--- config.mk ---
export PLATFORM = sky130hd
export DESIGN_NAME = full_adder_30_core_flat
export DESIGN_NICKNAME = d
export VERILOG_FILES = /design/src/rtl/full_adder_30_core_if.sv /design/src/rtl/full_adder_30_core.sv /design/src/flat_wrapper.sv
export SDC_FILE = /design/constraint.sdc
export NUM_CORES = 1
export LEC_CHECK = 0
export ABC_AREA = 1
export CORE_MARGIN = 1
export CORE_UTILIZATION = 37
export CTS_BUF_LIST = sky130_fd_sc_hd__clkbuf_8
export DETAILED_ROUTE_END_ITERATION = 7
export GPL_ROUTABILITY_DRIVEN = 0
export HOLD_SLACK_MARGIN = 0.03
export PLACE_DENSITY = 0.83
export SYNTH_ARGS = -nofsm -noshare
export SYNTH_HDL_FRONTEND = slang
export SYNTH_SLANG_ARGS = --single-unit
export TNS_END_PERCENT = 1
--- constraint.sdc ---
create_clock -name clk -period 21.2 [get_ports clk]
set_input_delay 3.18 -clock clk [delete_from_list [all_inputs] [get_ports clk]]
set_output_delay 3.18 -clock clk [all_outputs]
set_load 0.01 [all_outputs]
--- src/rtl/full_adder_30_core_if.sv ---
// Operand/result bundle for the 30-bit word-address adder.
// The master side drives operands and the capture strobe; the slave side is the adder.
interface full_adder_30_core_if;
    logic [29:0] A;
    logic [29:0] B;
    logic        in_valid;
    logic [29:0] out30;
    logic [29:0] sum_q;
    logic        cout_q;
    logic        ovf_q;
    logic        out_valid;

    modport master (
        output A, B, in_valid,
        input  out30, sum_q, cout_q, ovf_q, out_valid
    );

    modport slave (
        input  A, B, in_valid,
        output out30, sum_q, cout_q, ovf_q, out_valid
    );
endinterface

--- src/rtl/full_adder_30_core.sv ---
// 30-bit word-address adder: combinational sum for the PC mux plus a registered trace copy.
// Build option FA30_CLA_EN selects 4-bit carry-lookahead groups instead of a ripple chain.
module full_adder_30_core (
    input  logic                  clk,
    input  logic                  rst_n,
    full_adder_30_core_if.slave   bus
);

    logic [29:0] gen;
    logic [29:0] prop;
    logic [30:0] carry;
    logic [29:0] sum_c;
    logic        cout_c;
    logic        ovf_c;

    assign gen  = bus.A & bus.B;
    assign prop = bus.A ^ bus.B;

`ifdef FA30_CLA_EN
    // Each carry inside a group is expanded directly from the group carry-in;
    // only the group carries ripple. Groups start at 0,4,...,28 so the top group is bits 29:28.
    always_comb begin : cla_chain
        logic cj;
        logic prod;
        logic gcin;
        carry = '0;
        cj    = 1'b0;
        prod  = 1'b0;
        gcin  = 1'b0;
        for (int grp = 0; grp < 30; grp += 4) begin
            gcin = carry[grp];
            for (int j = grp; (j < grp + 4) && (j < 30); j++) begin
                cj   = gen[j];
                prod = prop[j];
                for (int m = j - 1; m >= grp; m--) begin
                    cj   = cj | (prod & gen[m]);
                    prod = prod & prop[m];
                end
                carry[j + 1] = cj | (prod & gcin);
            end
        end
    end
`else
    function automatic logic fa_carry(input logic a, input logic b, input logic c);
        return (a & b) | (c & (a ^ b));
    endfunction

    always_comb begin : ripple_chain
        carry = '0;
        for (int i = 0; i < 30; i++) begin
            carry[i + 1] = fa_carry(bus.A[i], bus.B[i], carry[i]);
        end
    end
`endif

    assign sum_c  = prop ^ carry[29:0];
    assign cout_c = carry[30];
    assign ovf_c  = (bus.A[29] == bus.B[29]) && (sum_c[29] != bus.A[29]);

    assign bus.out30 = sum_c;

    always_ff @(posedge clk or negedge rst_n) begin
        if (!rst_n) begin
            bus.sum_q     <= '0;
            bus.cout_q    <= 1'b0;
            bus.ovf_q     <= 1'b0;
            bus.out_valid <= 1'b0;
        end else begin
            bus.out_valid <= bus.in_valid;
            if (bus.in_valid) begin
                bus.sum_q  <= sum_c;
                bus.cout_q <= cout_c;
                bus.ovf_q  <= ovf_c;
            end
        end
    end

endmodule

--- src/flat_wrapper.sv ---
// flat-port wrapper written by rule: the top's interface ports become plain ports
module full_adder_30_core_flat 
  (clk, rst_n, bus_A, bus_B, bus_in_valid, bus_out30, bus_sum_q, bus_cout_q, bus_ovf_q, bus_out_valid);
  full_adder_30_core_if bus_i ();
  input  logic clk;
  input  logic rst_n;
  input wire logic [$bits(bus_i.A)-1:0] bus_A;
  input wire logic [$bits(bus_i.B)-1:0] bus_B;
  input wire logic [$bits(bus_i.in_valid)-1:0] bus_in_valid;
  output wire logic [$bits(bus_i.out30)-1:0] bus_out30;
  output wire logic [$bits(bus_i.sum_q)-1:0] bus_sum_q;
  output wire logic [$bits(bus_i.cout_q)-1:0] bus_cout_q;
  output wire logic [$bits(bus_i.ovf_q)-1:0] bus_ovf_q;
  output wire logic [$bits(bus_i.out_valid)-1:0] bus_out_valid;
  assign bus_i.A = bus_A;
  assign bus_i.B = bus_B;
  assign bus_i.in_valid = bus_in_valid;
  assign bus_out30 = bus_i.out30;
  assign bus_sum_q = bus_i.sum_q;
  assign bus_cout_q = bus_i.cout_q;
  assign bus_ovf_q = bus_i.ovf_q;
  assign bus_out_valid = bus_i.out_valid;
  full_adder_30_core u_core (.clk(clk), .rst_n(rst_n), .bus(bus_i));
endmodule
Yosys cells after proc, flatten, opt, wreduce, memory -nomap -nowiden

Index checks and enable logic that the tools add are counted.
Widths: inputs -> output; s select.

Bits of input ports: 63
Flip-flop bits (word level): 33

Reductions and logical operators: 1
Bitwise operators: 119
Equal/unequal tests: 2

Operators with widths:

| kind              | number |
|---|---|
| $xor 30x30->30    | 2 |
| $and 1x1->1       | 59 |
| $or 1x1->1        | 29 |
| $xor 1x1->1       | 29 |
| $eq 1x1->1        | 1 |
| $logic_and 1x1->1 | 1 |
| $ne 1x1->1        | 1 |

Depth between registers and ports, before layout

Depth after elaboration: 60
Gate-level depth with buffers: 36

Worst setup path before layout

OpenSTA, ideal clock, no wires.

Kind: input to output
Start point: input port bus_B[0]
End point: output port bus_out30[29]
Required time: 18020 ps
Cell stages on the path: 32
Buffers on the path: 0
Arrival time: 14186 ps
Setup slack: 3834 ps
Path through: ha_1 fa_1 fa_1 fa_1 fa_1 fa_1 fa_1 fa_1 fa_1 fa_1 fa_1 fa_1 fa_1 fa_1 fa_1 fa_1 fa_1 fa_1 fa_1 fa_1 fa_1 fa_1 fa_1 fa_1 fa_1 fa_1 fa_1 inv_1 fa_1 fa_1 inv_1 fa_1

Longest elaborated chain between the ends: 58

RTL lines:

| item                      | RTL line                 | RTL |
|---|---|---|
| start, declared           | flat_wrapper.sv:8        | `input wire logic [$bits(bus_i.B)-1:0] bus_B;` |
| $and 1x1->1 (2 in series) | full_adder_30_core.sv:45 | `return (a & b) \| (c & (a ^ b));` |
| $or 1x1->1                | full_adder_30_core.sv:45 |  |
| $and 1x1->1               | full_adder_30_core.sv:45 |  |
| $or 1x1->1                | full_adder_30_core.sv:45 |  |
| $and 1x1->1               | full_adder_30_core.sv:45 |  |
| $or 1x1->1                | full_adder_30_core.sv:45 |  |
| $and 1x1->1               | full_adder_30_core.sv:45 |  |
| $or 1x1->1                | full_adder_30_core.sv:45 |  |
| (+41 left out)            | n/a                      |  |
| $or 1x1->1                | full_adder_30_core.sv:45 |  |
| $and 1x1->1               | full_adder_30_core.sv:45 |  |
| $or 1x1->1                | full_adder_30_core.sv:45 |  |
| $and 1x1->1               | full_adder_30_core.sv:45 |  |
| $or 1x1->1                | full_adder_30_core.sv:45 |  |
| $and 1x1->1               | full_adder_30_core.sv:45 |  |
| $or 1x1->1                | full_adder_30_core.sv:45 |  |
| $xor 30x30->30            | full_adder_30_core.sv:56 | `assign sum_c = prop ^ carry[29:0];` |
| end, declared             | flat_wrapper.sv:10       | `output wire logic [$bits(bus_i.out30)-1:0] bus_out30;` |

No other way between the ends.

Worst setup path in the final report

Same ends and word-level chain as after synthesis.

==> results.txt <==
Syn_area_per_cell -> 10.7 sq um
Areal power density over the cells -> 69.3 mW/mm^2
Initial DRT Pass Iterations -> 4
Source-to-sink clock delay at the later pin of the worst-skew pair -> 280 ps
Most numerous cell types in the synthesized netlist -> sky130_fd_sc_hd__nand2_1, sky130_fd_sc_hd__dfrtp_1, sky130_fd_sc_hd__fa_1
Number of enable-type register cells in the synthesized netlist -> 0
Buffer cell driving the clock tree root -> sky130_fd_sc_hd__clkbuf_8
CTS clock-pin slew for the worst setup and hold paths -> 60 ps
Number of H-tree branching levels -> 2
Number of pins exceeding their max-slew limit in the final report -> 0
Worst Max-Slew Pin Slew -> 744 ps
Number of placed I/O pins -> 126
Ys flop type -> sky130_fd_sc_hd__dfrtp_1
First-pass GRT wire length -> 7430 microns
Worst VDD drop -> 0.0000425 V
Antenna diode instance count -> 0
Number of global-route vias before repair -> 1656
Max FO, Critical Path -> 3
Buf+Inv Stages, Crit Path -> 4
Maximum clock path buffer count -> 2
Ratio of final minimum period to clock period -> 88.5%
Worst-case hold path end point -> u_core.bus.sum_q[1]
Time the final worst path needs with I/O delays and setup -> 18770 ps
Largest stage delay on the critical path -> 560 ps
Worst flop-to-flop path startpoint -> u_core.bus.sum_q[27]
Top-area cell type share of the netlist area -> 43.5%
Status -> finished, final reports clean
Reported leakage power -> 1.49 nW
Achievable frequency -> 53.3 MHz
Mapped Area -> 0.00190 sq mm
Unrepaired setup endpoints after global routing -> no
Setup TNS -> 0 ps
Yosys top cell by area -> sky130_fd_sc_hd__dfrtp_1
Share of layout cells above drive strength 1 -> 2.97%
Vertical die dimension -> 73.6 microns
Hold Path Origin -> u_core.bus.sum_q[1]
Area added between synthesis and finish -> 71.2%
Cell with the most instances after synthesis -> sky130_fd_sc_hd__nand2_1
Resize count post-CTS -> 0
Vias per cell -> 4.40
Reg2reg setup slack -> 20510 ps
Worst-case clock skew -> 0 ps
Critical register-to-register path endpoint -> u_core.bus.sum_q[27]
Number of warning messages in the yosys log -> 0
Min-Delay Path Depth -> 2
TritonCTS Buffers -> 5
Number of maximum-capacitance violations -> 0
Number of inserted filler cells in the final layout -> 389
Fraction of registers with async set or reset after synthesis -> 100%
Count of buffers inserted at the top-level ports -> 125
Share of the yosys chip area belonging to registers -> 43.5%
Std-Cell Rows -> 25
Synth cell types -> 12
Pin count of the biggest net entering global routing -> 37
Cell class contributing the biggest share of worst-path delay -> adder cells
Final setup fails -> 0
Average detailed-routed wire length per instance -> 12.8 microns
Clock Sinks -> 33
Initial antenna violation count -> 0
Final wirelength -> 4730 microns
Data arrival time of the critical path -> 15590 ps
TritonCTS clock tree -> done
Estimated wirelength of the detail-placed design -> 3700 microns
Number of storage elements in the synthesis netlist -> 33
Total Routing Usage GR -> 18.5%
CTS Hold Buffers Added -> 0
Worst max-slew margin expressed relative to the limit -> 50.4%
Crit path required time -> 18020 ps
Total vias in the final route -> 1628
Layout Nets -> 398
Initial core utilization -> 39.4%
Core Area -> 0.00482 sq mm
Dpl cell area -> 0.00318 sq mm
Die X -> 73.6 microns
HP Class -> flip-flop to flip-flop
Initial drt markers -> 39
Final Hold Viols -> 0
Die outline area -> 0.00542 sq mm
Kind of end point of the critical path -> output port
Final design area excluding fillers -> 0.00325 sq mm
Slowest stage cell on the critical path -> sky130_fd_sc_hd__clkdlybuf4s50_1
Count of mapped cells out of synthesis -> 177
Kind of critical path -> input pin to output port
Critical path startpoint -> bus_B[0]
Overflow after GRT -> 0
Core utilization of the finished layout -> 67.5%
Cell repeated most along the worst path -> sky130_fd_sc_hd__fa_1
Post-CTS Setup Inserts -> 0
Number of nets with antenna violations after routing -> 0
# DRC -> 0
Net Count, Synth -> 271
Startpoint type of the worst setup path -> input pin
Synth top area cells -> sky130_fd_sc_hd__dfrtp_1, sky130_fd_sc_hd__fa_1, sky130_fd_sc_hd__nand2_1
Number of cells on the worst reg-to-reg path -> 2
-- power by group --
part           total [mW]  switching (mW)  internal [mW]
Sequential         0.0797         0.00558         0.0741
Combinational       0.103          0.0425         0.0606
Clock              0.0422          0.0206         0.0216
-- cell type report --
type	instances	area [sq um]	area share, %
inverters	11	41.3	1.27
flip-flops and latches	33	826	25.4
well taps	67	83.8	2.58
clock inverters	1	5.00	0.154
clock buffers	5	68.8	2.12
repair buffers	126	1250	38.6
multi-input cells	127	971	29.9
-- cells in the final DEF, fill, tap and decap left out --
cell type                         Yosys  routed
sky130_fd_sc_hd__clkdlybuf4s50_1      0     124
sky130_fd_sc_hd__nand2_1             91      91
sky130_fd_sc_hd__dfrtp_1             33      33
sky130_fd_sc_hd__fa_1                29      29
sky130_fd_sc_hd__inv_1               10      10
sky130_fd_sc_hd__clkbuf_8             0       5
sky130_fd_sc_hd__o21ai_0              2       2
sky130_fd_sc_hd__ha_1                 2       2
sky130_fd_sc_hd__inv_2                1       1
sky130_fd_sc_hd__o21ai_1              1       1
sky130_fd_sc_hd__nor2_1               1       1
sky130_fd_sc_hd__nand3_1              1       1
sky130_fd_sc_hd__clkinv_2             0       1
sky130_fd_sc_hd__buf_2                0       1
sky130_fd_sc_hd__buf_4                2       1
-- metal layers --
metal	track usage [%]	vias up	routed length (microns)
met5	0	-	0
met3	5.62	6	356
met4	6.41	0	78
li1	-	780	-
met2	31.7	76	2430
met1	22.0	766	1870
-- worst max-delay path by stage --
stage | endpoint | slack [ps] | cells after the start
2_1_floorplan | bus_out30[29] | 3830 | 32
3_3_place_gp | bus_out30[29] | 2570 | 34
3_5_place_dp | bus_out30[29] | 2370 | 34
4_1_cts | bus_out30[29] | 2370 | 34
5_1_grt | bus_out30[29] | 1980 | 34
6_report | bus_out30[29] | 2430 | 34
-- state kept, by name, indices dropped and copies added, names as in the netlist --
| name | count |
|---|---|
| u_core.bus.ovf_q | 1 |
| u_core.bus.out_valid | 1 |
| u_core.bus.cout_q | 1 |
| u_core.bus.sum_q | 30 |
-- tightest hold or removal path, cell delays in order (launching register included) --
cell	delay [ps]
sky130_fd_sc_hd__dfrtp_1	340
sky130_fd_sc_hd__nand2_1	50
sky130_fd_sc_hd__nand2_1	40
-- kinds of logic (layout without fill, tap and decap cells) --
| logic type | count (synthesis) | count (layout) | synth area share, % |
|---|---|---|---|
| adders and majority gates | 31 | 31 | 31.9 |
| AOI/OAI and AO/OA | 3 | 3 | 0.791 |
| DFF | 33 | 33 | 43.5 |
| and+or+nand+nor | 93 | 93 | 18.5 |
| buffers and inverters | 17 | 143 | 5.34 |
-- per-stage QoR --
step                total power [mW]  instances  worst slack [ps]  hold slack (ps)
floorplan                      0.122        177              3830              506
global placement               0.183        364              2570              453
detailed placement             0.185        364              2370              457
CTS                            0.228        370              2370              472
global route                   0.240        370              1980              484
finish                         0.225        370              2430              465
Note: power is estimated with default switching activity, not from simulation.
==> RTL edit (same flow settings) <==
Make the reset (`rst_n`) synchronous in one clocked block.
--- a/src/rtl/full_adder_30_core.sv
+++ b/src/rtl/full_adder_30_core.sv
@@ -59,7 +59,7 @@
 
     assign bus.out30 = sum_c;
 
-    always_ff @(posedge clk or negedge rst_n) begin
+    always_ff @(posedge clk) begin
         if (!rst_n) begin
             bus.sum_q     <= '0;
             bus.cout_q    <= 1'b0;
Function: differs if rst_n is asserted again (counterexample within 4 cycles, from zero or initial values and one cycle with rst_n low); with rst_n held inactive, the same outputs for 10 cycles.
==> RTL edit against the original RTL <==
Total power fell by 7.2%; sequential share of layout area fell by 4.8 points; routed wire length rose by 6.2%; combinational power fell by 12%; register-to-register slack barely moved; clock power rose by 12%; area after synthesis fell by 1.1%; worst setup slack got worse by 0.077 ns; final area fell by 1.3%; global-route usage rose by 2.0 points; sequential cell count did not move; final cell count rose by 0.81%; count of clock-buffer cells in the layout rose by 1.
==> RTL edit: results (changes against the original RTL) <==
Status
  • Status: complete, no violations

Place
  • Area after DPL: 0.00312 mm2 (-1.7%)
  • Post-DP HPWL: 3.93 mm (+6.2%)
  • Placement Setup Slack: 2.32 ns (-0.0491 ns)
  • IO buf count: 125 (unchanged)
  • Placed Cells: 366 (+0.55%)

Pwr
  • Seq pwr: 0.0709 mW (-11%)
  • Seq pwr share: 0.340 (-0.014)
  • Clk. pwr: 0.0472 mW (+12%)
  • P_leak: 1.28 nW (-14%)
  • VDD IR-drop max: 0.0348 mV (-18%)
  • Cell internal pwr: 0.146 mW (-6.3%)

Yosys
  • FFs w/ async S/R, synth: 0 (-1.00)
  • Area fraction in compound gates after synthesis: 0.0959 (+0.0880)
  • Multiplexer share of the synthesized area: 0 (unchanged)
  • Top FF cell, synth: dfxtp_1
  • Synth cell count leaders: nor2_1 (36), dfxtp_1 (33), fa_1 (29), o21ai_0 (27), nor2_2 (20)
  • Synth unique cells: 18 (+6)
  • Synth warn: 0 (unchanged)
  • Syn nets: 276 (+1.8%)
  • Cells after Synth: 182 (+2.8%)
  • Adder-cell share of the synthesized area: 0.322 (+0.00340)
  • Synth top area cells: dfxtp_1 (35%), fa_1 (31%), nor2_1 (7.2%)
  • Seq/Total Area, Yosys: 0.352 (-0.0833)

Finish
  • Share of post-route cells with drive strength above 1: 0.0915 (+0.0618)
  • Fillers: 416 (+6.9%)
  • Non-clock inverter count: 13 (+2)
  • Multi-input gate area: 0.00106 mm2 (+9.4%)
  • Clk tree area frac: 0.0269 (+0.00419)
  • Layout clock buffer count: 6 (+1)
  • NonClk Buf Share: 0.392 (+0.00653)
  • Fin nets: 400 (+0.50%)
  • Layout Utilization: 0.666 (-0.00857)
  • Reg area: 661 um2 (-20%)

STA
  • Setup violators final: 0 (unchanged)
  • Slew @ Worst Pin: 1.07 ns (+0.324 ns)

Global route
  • GR Util All Layers: 0.204 (+0.0196)
  • Global-route wire length before repair: 8.18 mm (+10%)
  • Vias in the first global route: 1802 (+8.8%)
  • Largest net degree at the start of global routing: 39 (+5.4%)

Drt
  • Via count: 1712 (+5.2%)
  • Detailed Route WL: 5.03 mm (+6.2%)
  • Drt initial violations: 58 (+49%)
  • Via/cell ratio: 4.59 (+4.3%)
-- RTL edit: cell count changes in the layout (fill, tap and decap cells not counted), moves of 3 or more --
cell,before,now
o21ai_0,2,27
o21ai_1,1,5
dfxtp_1,0,33
nor2_2,0,20
nand2_1,91,3
a21oi_1,0,4
dfrtp_1,33,0
nor2_1,1,36
inv_1,10,13
-- RTL edit: final timing paths --
kind	endpoint	from	cells after the start	slack, ns
worst max-delay path	bus_out30[29]	bus_B[0]	34	2.35
worst min-delay path	u_core.bus.sum_q[6]	u_core.bus.sum_q[6]	2	0.49
worst max register to register	u_core.bus.sum_q[3]	u_core.bus.sum_q[3]	2	20.52
worst min register to register	u_core.bus.sum_q[6]	u_core.bus.sum_q[6]	2	0.49
-- RTL edit: per-layer routing --
layer  global-route usage  up-vias  share of wire
met5                    0        -              0
met4               0.0523        0         0.0096
met3               0.0718        7           0.11
met2                0.369       84           0.50
met1                0.227      802           0.37
li1                     -      819              -
